===== src/rtl/router_out_ctrl_if.sv =====
// Router output-side bus bundle.
// Groups the FIFO read port, the downstream valid/ready byte stream and the
// status outputs of router_out_ctrl. Clock and reset stay outside.
//   master : the controller (drives fifo_rd_en and all out_* / status signals)
//   slave  : the FIFO + downstream environment
interface router_out_ctrl_if;
    logic       fifo_empty;
    logic [7:0] fifo_data;
    logic       fifo_rd_en;
    logic [7:0] out_data;
    logic       out_valid;
    logic       out_ready;
    logic       out_sop;
    logic       out_eop;
    logic       soft_reset;
    logic       parity_err;
    logic [7:0] pkt_count;

    modport master (
        input  fifo_empty, fifo_data, out_ready,
        output fifo_rd_en, out_data, out_valid, out_sop, out_eop,
               soft_reset, parity_err, pkt_count
    );

    modport slave (
        output fifo_empty, fifo_data, out_ready,
        input  fifo_rd_en, out_data, out_valid, out_sop, out_eop,
               soft_reset, parity_err, pkt_count
    );
endinterface


===== src/rtl/router_out_ctrl.sv =====
// Router output controller.
// Reads bytes from the output FIFO, frames them as packets
// (header / L payload bytes / parity byte), presents them downstream on a
// registered valid/ready stream, checks packet parity and soft-resets the
// FIFO when downstream stalls for TIMEOUT consecutive cycles.
// Ports:
//   clock  : rising-edge clock
//   resetn : synchronous active-low reset
//   bus    : router_out_ctrl_if.master (FIFO read port, output stream,
//            soft_reset / parity_err pulses, pkt_count)
module router_out_ctrl #(
    parameter int unsigned TIMEOUT = 30
) (
    input  logic                clock,
    input  logic                resetn,
    router_out_ctrl_if.master   bus
);

    localparam int unsigned DW = 8;   // data byte width
    localparam int unsigned RW = 7;   // remaining-byte counter (L+1 <= 64)
    localparam int unsigned SW = 8;   // stall counter (TIMEOUT <= 255)

    typedef enum logic {
        S_HDR  = 1'b0,
        S_BODY = 1'b1
    } state_t;

    state_t          r_state;
    state_t          w_state_nxt;
    logic [RW-1:0]   r_remaining;
    logic [RW-1:0]   w_remaining_nxt;
    logic [DW-1:0]   r_acc;
    logic [DW-1:0]   w_acc_nxt;
    logic            r_sop;
    logic            w_sop_nxt;
    logic            r_eop;
    logic            w_eop_nxt;
    logic            w_perr_nxt;
    logic            r_perr;
    logic            r_rd_pend;
    logic [DW-1:0]   r_out_data;
    logic            r_out_valid;
    logic            r_soft_reset;
    logic [DW-1:0]   r_pkt_count;
    logic [SW-1:0]   r_stall;

    logic            w_xfer;
    logic            w_stall;
    logic            w_timeout;
    logic            w_rd_en;

    assign w_xfer    = r_out_valid &&  bus.out_ready;
    assign w_stall   = r_out_valid && !bus.out_ready;
    assign w_timeout = w_stall && (r_stall == SW'(TIMEOUT - 1));

    // Read only when the output register will be free by the time data returns;
    // rd_pend blocks back-to-back reads, giving one byte per two cycles.
    assign w_rd_en = resetn && !bus.fifo_empty && !r_rd_pend &&
                     (!r_out_valid || bus.out_ready) && !r_soft_reset;

    assign bus.fifo_rd_en = w_rd_en;
    assign bus.out_data   = r_out_data;
    assign bus.out_valid  = r_out_valid;
    assign bus.out_sop    = r_sop;
    assign bus.out_eop    = r_eop;
    assign bus.soft_reset = r_soft_reset;
    assign bus.parity_err = r_perr;
    assign bus.pkt_count  = r_pkt_count;

    // Framing FSM: classifies each byte as it is loaded from the FIFO.
    always_comb begin
        w_state_nxt     = r_state;
        w_remaining_nxt = r_remaining;
        w_acc_nxt       = r_acc;
        w_sop_nxt       = r_sop;
        w_eop_nxt       = r_eop;
        w_perr_nxt      = 1'b0;
        if (r_rd_pend) begin
            case (r_state)
                S_HDR: begin
                    w_sop_nxt       = 1'b1;
                    w_eop_nxt       = 1'b0;
                    w_remaining_nxt = RW'(bus.fifo_data[7:2]) + RW'(1);
                    w_acc_nxt       = bus.fifo_data;
                    w_state_nxt     = S_BODY;
                end
                S_BODY: begin
                    w_sop_nxt       = 1'b0;
                    w_remaining_nxt = r_remaining - RW'(1);
                    if (r_remaining == RW'(1)) begin
                        // Last byte of the packet is the parity byte
                        w_eop_nxt   = 1'b1;
                        w_perr_nxt  = (bus.fifo_data != r_acc);
                        w_state_nxt = S_HDR;
                    end else begin
                        w_eop_nxt = 1'b0;
                        w_acc_nxt = r_acc ^ bus.fifo_data;
                    end
                end
                default: w_state_nxt = S_HDR;
            endcase
        end
    end

    // State, datapath and status registers.
    always_ff @(posedge clock) begin
        if (!resetn) begin
            r_state      <= S_HDR;
            r_remaining  <= '0;
            r_acc        <= '0;
            r_sop        <= 1'b0;
            r_eop        <= 1'b0;
            r_perr       <= 1'b0;
            r_rd_pend    <= 1'b0;
            r_out_data   <= '0;
            r_out_valid  <= 1'b0;
            r_soft_reset <= 1'b0;
            r_pkt_count  <= '0;
            r_stall      <= '0;
        end else if (w_timeout) begin
            // Downstream stuck: drop the partial packet and any byte in flight
            r_state      <= S_HDR;
            r_remaining  <= '0;
            r_acc        <= '0;
            r_sop        <= 1'b0;
            r_eop        <= 1'b0;
            r_perr       <= 1'b0;
            r_rd_pend    <= 1'b0;
            r_out_valid  <= 1'b0;
            r_soft_reset <= 1'b1;
            r_stall      <= '0;
        end else begin
            r_state      <= w_state_nxt;
            r_remaining  <= w_remaining_nxt;
            r_acc        <= w_acc_nxt;
            r_sop        <= w_sop_nxt;
            r_eop        <= w_eop_nxt;
            r_perr       <= w_perr_nxt;
            r_rd_pend    <= w_rd_en;
            r_soft_reset <= 1'b0;
            r_stall      <= w_stall ? (r_stall + SW'(1)) : '0;
            if (r_rd_pend) begin
                r_out_data  <= bus.fifo_data;
                r_out_valid <= 1'b1;
            end else if (w_xfer) begin
                r_out_valid <= 1'b0;
            end
            if (w_xfer && r_eop) begin
                r_pkt_count <= r_pkt_count + DW'(1);
            end
        end
    end

endmodule


===== src/flat_wrapper.sv =====
// flat-port wrapper written by rule: the top's interface ports become plain ports
module router_out_ctrl_flat 
#(
    parameter int unsigned TIMEOUT = 30
)
  (clock, resetn, bus_fifo_empty, bus_fifo_data, bus_out_ready, bus_fifo_rd_en, bus_out_data, bus_out_valid, bus_out_sop, bus_out_eop, bus_soft_reset, bus_parity_err, bus_pkt_count);
  router_out_ctrl_if bus_i ();
  input  logic clock;
  input  logic resetn;
  input wire logic [$bits(bus_i.fifo_empty)-1:0] bus_fifo_empty;
  input wire logic [$bits(bus_i.fifo_data)-1:0] bus_fifo_data;
  input wire logic [$bits(bus_i.out_ready)-1:0] bus_out_ready;
  output wire logic [$bits(bus_i.fifo_rd_en)-1:0] bus_fifo_rd_en;
  output wire logic [$bits(bus_i.out_data)-1:0] bus_out_data;
  output wire logic [$bits(bus_i.out_valid)-1:0] bus_out_valid;
  output wire logic [$bits(bus_i.out_sop)-1:0] bus_out_sop;
  output wire logic [$bits(bus_i.out_eop)-1:0] bus_out_eop;
  output wire logic [$bits(bus_i.soft_reset)-1:0] bus_soft_reset;
  output wire logic [$bits(bus_i.parity_err)-1:0] bus_parity_err;
  output wire logic [$bits(bus_i.pkt_count)-1:0] bus_pkt_count;
  assign bus_i.fifo_empty = bus_fifo_empty;
  assign bus_i.fifo_data = bus_fifo_data;
  assign bus_i.out_ready = bus_out_ready;
  assign bus_fifo_rd_en = bus_i.fifo_rd_en;
  assign bus_out_data = bus_i.out_data;
  assign bus_out_valid = bus_i.out_valid;
  assign bus_out_sop = bus_i.out_sop;
  assign bus_out_eop = bus_i.out_eop;
  assign bus_soft_reset = bus_i.soft_reset;
  assign bus_parity_err = bus_i.parity_err;
  assign bus_pkt_count = bus_i.pkt_count;
  router_out_ctrl #(.TIMEOUT(TIMEOUT)) u_core (.clock(clock), .resetn(resetn), .bus(bus_i));
endmodule

===== config.mk =====
export PLATFORM = sky130hd
export DESIGN_NAME = router_out_ctrl_flat
export DESIGN_NICKNAME = d
export VERILOG_FILES = /design/src/rtl/router_out_ctrl_if.sv /design/src/rtl/router_out_ctrl.sv /design/src/flat_wrapper.sv
export SDC_FILE = /design/constraint.sdc
export NUM_CORES = 1
export LEC_CHECK = 0
export CORE_MARGIN = 3
export CORE_UTILIZATION = 64
export CTS_CLUSTER_SIZE = 40
export DETAILED_ROUTE_END_ITERATION = 10
export DONT_BUFFER_PORTS = 1
export GPL_TIMING_DRIVEN = 0
export PLACE_DENSITY = 0.88
export REMOVE_ABC_BUFFERS = 1
export SETUP_SLACK_MARGIN = 0.3
export SLEW_MARGIN = 30
export SYNTH_ARGS = -nofsm -noshare
export SYNTH_HDL_FRONTEND = slang
export SYNTH_SLANG_ARGS = --single-unit

===== constraint.sdc =====
create_clock -name clock -period 5.3 [get_ports clock]
set_clock_uncertainty 0.2 [all_clocks]
set_input_delay 0.53 -clock clock [delete_from_list [all_inputs] [get_ports clock]]
set_output_delay 0.53 -clock clock [all_outputs]
set_load 0.03 [all_outputs]

==> results of run 1 <==
## state kept, by name, indices dropped and copies added (netlist names)
name / cells
u_core.bus.out_data: 8
u_core.bus.pkt_count: 8
u_core.r_acc: 8
u_core.r_stall: 8
u_core.r_remaining: 7
u_core.bus.out_eop: 1
u_core.bus.out_sop: 1
u_core.bus.out_valid: 1
u_core.bus.parity_err: 1
u_core.bus.soft_reset: 1
u_core.r_rd_pend: 1
u_core.r_state: 1
## metal layers
metal	part of all wire [%]	vias to the layer above	global-route usage, %	wire, um
met5	0	-	0	0
met3	5.9	4	4.932	278
met4	0.57	0	5.076	27
met1	45	895	28.74	2107
li1	-	966	-	-
met2	49	66	37.17	2284
## worst paths after layout
| path | from | endpoint | slack (ps) | cells past startpoint |
|---|---|---|---|---|
| worst min-delay path | resetn | u_core.bus.pkt_count[6] | 80 | 1 |
| worst max-delay path | u_core.r_stall[0] | u_core.r_stall[6] | 2730 | 5 |
| worst min register to register | u_core.r_stall[0] | u_core.r_stall[0] | 310 | 1 |
| worst max register to register | u_core.r_stall[0] | u_core.r_stall[6] | 2730 | 5 |
## through the flow
| step | setup WS (ps) | instance area (um^2) | hold slack, ps | utilization, % | power, mW |
|---|---|---|---|---|---|
| after global routing | 2607 | 2390 | 60.99 | 69.96 | 0.6930 |
| after global placement | 2307 | 2287 | 275.3 | 66.96 | 0.4478 |
| after detailed placement | 2770 | 2308 | 286.1 | 67.58 | 0.4530 |
| final | 2733 | 2390 | 84.54 | 69.96 | 0.6606 |
| after CTS | 2750 | 2390 | 86.76 | 69.96 | 0.6620 |
| after floorplan | 2818 | 2230 | 252.9 | - | 0.4355 |
## synth_stat cells (2+ instances only)
cell type / number
nor3_1: 3
xor2_1: 8
buf_1: 2
nor4b_1: 3
o211ai_1: 8
o21ai_0: 20
mux2i_1: 3
a21oi_1: 15
and4_1: 2
a31oi_1: 9
nor2b_1: 3
nand4_1: 6
nand2_1: 22
and3_1: 7
xnor2_1: 16
dfxtp_1: 46
nand2b_1: 4
nor4_1: 3
clkbuf_1: 17
buf_2: 4
and2_1: 8
inv_1: 5
ha_1: 6
nand3_1: 29
nor2_1: 19
## worst max-delay path, stage by stage (launching register included)
cell and delay, ps:
dfxtp_1 430, ha_1 200, or4b_4 510, o31ai_4 740, or2_2 330, nor2_1 70
## cell families (layout without fill, tap and decap cells)
logic type	count (synthesis)	count (layout)
simple gates	115	115
flops	46	46
buf+inv	29	14
compound gates	60	60
mux	3	3
xor+xnor	24	24
fa+ha+maj	6	6
## area by class of cell
class | count | area share [%]
Clock buffer | 5 | 1.571
Clock inverter | 3 | 1.832
Sequential cell | 46 | 38.59
Inverter | 5 | 0.7853
Timing Repair Buffer | 1 | 0.2094
Multi-Input combinational cell | 208 | 54.61
Tap cell | 46 | 2.408
## power groups by stage
| stage | registers (mW) | clock network, mW | logic (mW) |
|---|---|---|---|
| after detailed placement | 0.390 | 0 | 0.0626 |
| final | 0.383 | 0.214 | 0.0639 |
| after global placement | 0.389 | 0 | 0.0583 |
| after floorplan | 0.386 | 0 | 0.0499 |
| after CTS | 0.383 | 0.216 | 0.0632 |
| after global routing | 0.386 | 0.237 | 0.0705 |
==> flow_metrics.py, run 1 <==
metrics = {
    "cts": {
        "cts_root_buffer": "clkbuf_4",
        "cts_tree": "built",
        "ctsResizeCount": 0,
        "clock_latency_of_the_later_clocked_register_in_the_worst_skew_pair_ps": 350,
        "hold_buffers": 0,
        "clkSlewWorstSetupHoldPaths_ps": 140,
        "numCtsBuffers": 5,
        "clock_sink_count": 46,
        "cts.path.max_buffers": 2,
        "cts-htree-levels": 2,
        "post_cts.repair.setup_buffers": 0,
    },
    "global_route": {
        "first_global_vias": 1716,
        "grt_first_pass_wirelength_um": 7728,
        "grt_max_degree": 37,
        "grt-ovfl-total": 0,
        "grt_antenna_before_repair": 0,
        "gr-usage-all-layers_pct": 22.14,
    },
    "place": {
        "number_of_port_buffers": 0,
        "place.detailed.instances": 306,
        "gp_congestion": 0.8029,
        "dpl.hpwl_um": 3235,
    },
    "routing": {
        "dr.pass1.iters": 4,
        "avgRoutedWirePerCell_um": 14.96,
        "detail_route.wirelength_um": 4698,
        "ant_nets": 0,
        "via_count": 1931,
        "drt-vias-per-instance": 6.150,
        "remaining_drc_errors": 0,
        "dr.first_iter.drc_count": 173,
    },
    "yosys": {
        "synth_cells": 283,
        "synth_compound_gate_area_share_pct": 15.93,
        "post-synth-top-area-fraction_pct": 39.48,
        "asyncSetResetFlopFracSynth_pct": 0,
        "post_synth_fa_ha_maj_area_fraction_pct": 3.219,
        "post_synth_mux_area_share_pct": 1.288,
        "synth-seq-cells": 46,
        "synthFlopType": "dfxtp_1",
        "ys.warnings.count": 0,
        "synth_xor_area_share_pct": 9.013,
        "syn_area_per_cell_um2": 8.241,
        "synth_top_cell_by_area": "dfxtp_1",
        "synthesis.area_mm2": 0.002332,
        "synth_seq_area_share_pct": 39.48,
        "ys_top_cells_by_area": "dfxtp_1 (39%), nand3_1 (6.2%), xnor2_1 (6.0%)",
        "synth.distinct_cells": 40,
        "edff_count_synth": 0,
        "synth_top_family_by_area": "simple AND/OR/NAND/NOR gates",
        "synth-simple-area-share_pct": 25.86,
    },
    "die": {
        "die_w_um": 66.37,
        "floorplan.io_pins": 34,
        "core_region_area_mm2": 0.003416,
        "initial_utilization_pct": 68.28,
        "std_cell_rows": 21,
        "dieHeight_um": 66.37,
        "die_area_mm2": 0.004404,
    },
    "finish": {
        "post_layout_nonfiller_instances": 314,
        "mostFrequentLayoutCell": "dfxtp_1",
        "fraction_of_layout_instances_using_a_drive_strength_above_1_pct": 5.970,
        "antenna_diodes": 0,
        "nets": 285,
        "syn_to_final_growth_pct": 2.468,
        "multi_input_area_mm2": 0.001305,
        "layout.filler_cells": 254,
        "seqCellArea_um2": 922.1,
        "layout_common_cells": "dfxtp_1 (45), nand3_1 (29), nand2_1 (22)",
    },
    "critical_path": {
        "worstPathRequired_ps": 5350,
        "timing.critical_path.to_type": "flop",
        "cp_data_arrival_time_ps": 2620,
        "critPathKind": "flop to flop",
        "setup.worst_path.start_class": "flop",
        "worstPathMaxFanout": 21,
    },
    "timing": {
        "fmaxAchievable_ghz": 0.3896,
        "final-hold-violation-count": 0,
        "fin_crit_sh_pct": 48.43,
        "final-max-slew-violation-count": 0,
        "max_transition_margin_pct": 40.39,
        "worst_pin_slew_ps": 894.2,
        "setup_viol_count_final": 0,
        "min_period_ps": 2567,
        "grt_setup_unrepaired": "false",
        "setup-tns-final_ps": 0,
    },
    "flow_run": {
        "cap_violations": 0,
    },
    "power_and_ir_drop": {
        "clockPowerShare_pct": 32.3,
        "power_per_cell_area_mw_per_mm2": 276.4,
        "cellLeakagePower_nw": 0.7983,
        "max-vdd-ir-drop_mv": 0.1923,
        "netSwitchingFraction_pct": 26.50,
        "seq_power_share_pct": 58.0,
        "total_switching_power_uw": 175.1,
        "cell_internal_pwr_uw": 485.6,
        "power.share.combinational_pct": 9.7,
    },
    "run_status": {
        "run_status": "complete, no violations",
    },
    "hold_path": {
        "holdCritPathClass": "input pin to flop",
    },
}
(Power assumes the default switching activity.)
==> run 2, diff against run 1 <==
--- a/config.mk
+++ b/config.mk
@@ -5,13 +5,14 @@
 export SDC_FILE = /design/constraint.sdc
 export NUM_CORES = 1
 export LEC_CHECK = 0
+export ABC_AREA = 1
 export CORE_MARGIN = 3
-export CORE_UTILIZATION = 64
+export CORE_UTILIZATION = 62
 export CTS_CLUSTER_SIZE = 40
 export DETAILED_ROUTE_END_ITERATION = 10
 export DONT_BUFFER_PORTS = 1
 export GPL_TIMING_DRIVEN = 0
-export PLACE_DENSITY = 0.88
+export PLACE_DENSITY = 0.86
 export REMOVE_ABC_BUFFERS = 1
 export SETUP_SLACK_MARGIN = 0.3
 export SLEW_MARGIN = 30
==> constraint.sdc (replaced) <==
create_clock -name clock -period 2.4 [get_ports clock]
set_clock_uncertainty 0.2 [all_clocks]
set_input_delay 0.24 -clock clock [delete_from_list [all_inputs] [get_ports clock]]
set_output_delay 0.24 -clock clock [all_outputs]
set_load 0.03 [all_outputs]
==> run 2 against run 1 <==
  * Die area rose by 3.9%
  * Sequential power grew 120%
  * Cell area increased by 10%
  * Via count grew 14%
  * Final cell count increased by 24%
  * Non-clock buffer count up 16
  * Critical endpoint is now u_core.bus.pkt_count[0]
==> flow_metrics.py, run 2 <==
metrics = {
    "die": {
        "die_area_mm2": 0.004576,
        "std_cell_rows": 21,
        "floorplan.io_pins": 34,
        "core_region_area_mm2": 0.003495,
        "initial_utilization_pct": 67.42,
        "dieHeight_um": 67.65,
        "die_w_um": 67.65,
    },
    "power_and_ir_drop": {
        "power.share.combinational_pct": 12.3,
        "total_switching_power_uw": 444.0,
        "seq_power_share_pct": 51.9,
        "clockPowerShare_pct": 35.8,
        "cellLeakagePower_nw": 1.055,
        "power_per_cell_area_mw_per_mm2": 619.1,
        "max-vdd-ir-drop_mv": 0.4884,
        "netSwitchingFraction_pct": 27.16,
        "cell_internal_pwr_mw": 1.190,
    },
    "yosys": {
        "synthesis.area_mm2": 0.002356,
        "synth-seq-cells": 46,
        "ys.warnings.count": 0,
        "synthFlopType": "dfxtp_1",
        "synth_seq_area_share_pct": 39.09,
        "synthMostInstantiatedCell": "nand2_1",
        "ys_top_cells_by_area": "dfxtp_1 (39%), nand2_1 (12%), a21oi_1 (6.8%)",
        "edff_count_synth": 0,
        "syn_area_per_cell_um2": 7.139,
        "synth_cells": 330,
        "asyncSetResetFlopFracSynth_pct": 0,
        "post-synth-top-area-fraction_pct": 39.09,
        "synth.top_cells.by_count": "nand2_1 (75), dfxtp_1 (46), nor2_1 (42)",
        "synth.distinct_cells": 27,
        "synth_top_cell_by_area": "dfxtp_1",
    },
    "global_route": {
        "grt_antenna_before_repair": 0,
        "grt-ovfl-total": 0,
        "gr-usage-all-layers_pct": 27.14,
        "grt_max_degree": 27,
        "grt_first_pass_wirelength_um": 9342,
        "first_global_vias": 2076,
    },
    "routing": {
        "via_count": 2199,
        "drt-vias-per-instance": 5.638,
        "dr.first_iter.drc_count": 139,
        "ant_nets": 0,
        "detail_route.wirelength_um": 5602,
        "avgRoutedWirePerCell_um": 14.36,
        "dr.pass1.iters": 4,
        "remaining_drc_errors": 0,
    },
    "cts": {
        "numCtsBuffers": 5,
        "cts_root_buffer": "clkbuf_8",
        "cts-htree-levels": 2,
        "cts.path.max_buffers": 2,
        "clock_latency_of_the_later_clocked_register_in_the_worst_skew_pair_ps": 310,
        "clock_sink_count": 46,
        "clkSlewWorstSetupHoldPaths_ps": 90,
        "cts_tree": "built",
    },
    "finish": {
        "syn_to_final_growth_pct": 12.06,
        "nets": 361,
        "mostFrequentLayoutCell": "nand2_1",
        "layout_common_cells": "nand2_1 (75), dfxtp_1 (45), nor2_1 (42)",
        "antenna_diodes": 0,
        "post_layout_nonfiller_instances": 390,
        "fraction_of_layout_instances_using_a_drive_strength_above_1_pct": 7.558,
    },
    "timing": {
        "final-hold-violation-count": 0,
        "setup_viol_count_final": 0,
        "min_period_ps": 1972,
        "fin_crit_sh_pct": 82.19,
        "grt_setup_unrepaired": "false",
        "fmaxAchievable_ghz": 0.5070,
        "max_transition_margin_pct": 65.15,
        "final-max-slew-violation-count": 0,
        "setup_slack_ps": 427.5,
        "worst_pin_slew_ps": 522.7,
    },
    "critical_path": {
        "worstPathMaxFanout": 8,
        "reg2reg_setup_slack_ps": 430,
        "endpoint_of_the_lowest_slack_register_to_register_path": "u_core.bus.pkt_count[0]",
        "reg2regPathDepth": 4,
        "timing.rr.start": "u_core.bus.out_eop",
        "timing.critical_path.to_type": "flop",
        "worstPathRequired_ps": 2400,
        "setup.worst_path.start_class": "flop",
        "cp_data_arrival_time_ps": 1970,
        "critPathKind": "flop to flop",
    },
    "hold_path": {
        "hold_path_end": "u_core.bus.out_data[2]",
        "hold_depth": 4,
        "min_from": "bus_fifo_data[2]",
        "holdCritPathClass": "input pin to flop",
    },
    "place": {
        "dpl.hpwl_um": 3529,
        "placement.setup.worst_slack_ps": 127.7,
        "number_of_port_buffers": 0,
        "place.detailed.instances": 365,
        "gp_congestion": 0.8849,
    },
    "flow_run": {
        "cap_violations": 0,
    },
    "run_status": {
        "run_status": "complete, no violations",
    },
}
-- run 2: cell count changes after synthesis, sizes merged, moves of 5 or more --
| cell | delta |
|---|---|
| nor3 | +5 |
| and3 | -7 |
| and2 | -8 |
| xnor2 | -5 |
| o21ai | -5 |
| nor2 | +26 |
| o211ai | -8 |
| clkbuf | -16 |
| nand3b | +6 |
| a21oi | +17 |
| inv | +26 |
| nand2 | +56 |
| a31oi | -9 |
-- run 2: per-stage QoR --
step	instance area (um^2)	setup TNS, ps	util, %	hold WS [ps]	power, mW
after floorplan	2287	0	-	117.6	0.9943
after global placement	2345	-197.9	67.10	132.5	1.022
after detailed placement	2351	0	67.28	134.7	1.030
after CTS	2625	0	75.12	3.039	1.631
after global routing	2640	0	75.55	31.70	1.695
final	2640	0	75.55	3.819	1.634
-- run 2: power by group through the flow --
stage / sequential [mW] / clock (mW) / combinational, mW
6_report: 0.848 / 0.585 / 0.202
5_1_grt: 0.853 / 0.617 / 0.226
4_1_cts: 0.847 / 0.589 / 0.196
3_5_place_dp: 0.864 / 0 / 0.166
3_3_place_gp: 0.863 / 0 / 0.159
2_1_floorplan: 0.855 / 0 / 0.139
-- run 2: worst max-delay path, cell delays in order, from the launching register on --
cell and delay, ps:
dfxtp_1 570, nand3_2 250, o21ai_0 230, dlygate4sd3_1 580
a21oi_1 40
-- run 2: metal layers --
layer | track usage (%) | routed length, um | vias up
met5 | 0 | 0 | -
met4 | 12.66 | 163 | 0
met3 | 7.155 | 427 | 21
met2 | 44.84 | 2640 | 83
met1 | 32.62 | 2370 | 1001
li1 | - | - | 1094
-- run 2: cell type report --
| class | instances | area (um^2) |
|---|---|---|
| fillers | 245 | 854.6 |
| clock inverters | 2 | 37.54 |
| inverters | 31 | 122.6 |
| multi-input cells | 242 | 1267 |
| clock buffers | 6 | 72.57 |
| well taps | 46 | 57.56 |
| repair buffers | 17 | 160.2 |
| flip-flops and latches | 46 | 922.1 |
-- run 2: worst max path at each step --
stage / depth (start not counted) / endpoint / slack, ps / startpoint
2_1_floorplan: 3 / bus_fifo_rd_en / 130 / u_core.r_rd_pend
3_3_place_gp: 3 / bus_fifo_rd_en / -200 / u_core.r_rd_pend
3_5_place_dp: 4 / u_core.r_acc[6] / 130 / u_core.r_rd_pend
4_1_cts: 4 / u_core.bus.pkt_count[0] / 370 / u_core.bus.out_eop
5_1_grt: 7 / u_core.r_stall[6] / 320 / u_core.bus.out_valid
6_report: 4 / u_core.bus.pkt_count[0] / 430 / u_core.bus.out_eop
-- run 2: kinds of logic after synthesis --
kind of cell | synth area share [%]
DFF | 39.09
adders and majority gates | 3.186
buffers and inverters | 7.966
and+or+nand+nor | 33.83
xor gates and xnor gates | 5.948
AOI/OAI and AO/OA | 9.984
-- run 2: timing repair --
| action | in CTS | in global routing |
|---|---|---|
| buffers inserted | 4 | 0 |
| resized for setup | 3 | 1 |
| hold endpoints to repair | 18 | 1 |
| gates cloned | 0 | 0 |
| hold buffers | 12 | 1 |
| setup endpoints to repair | 12 | 1 |
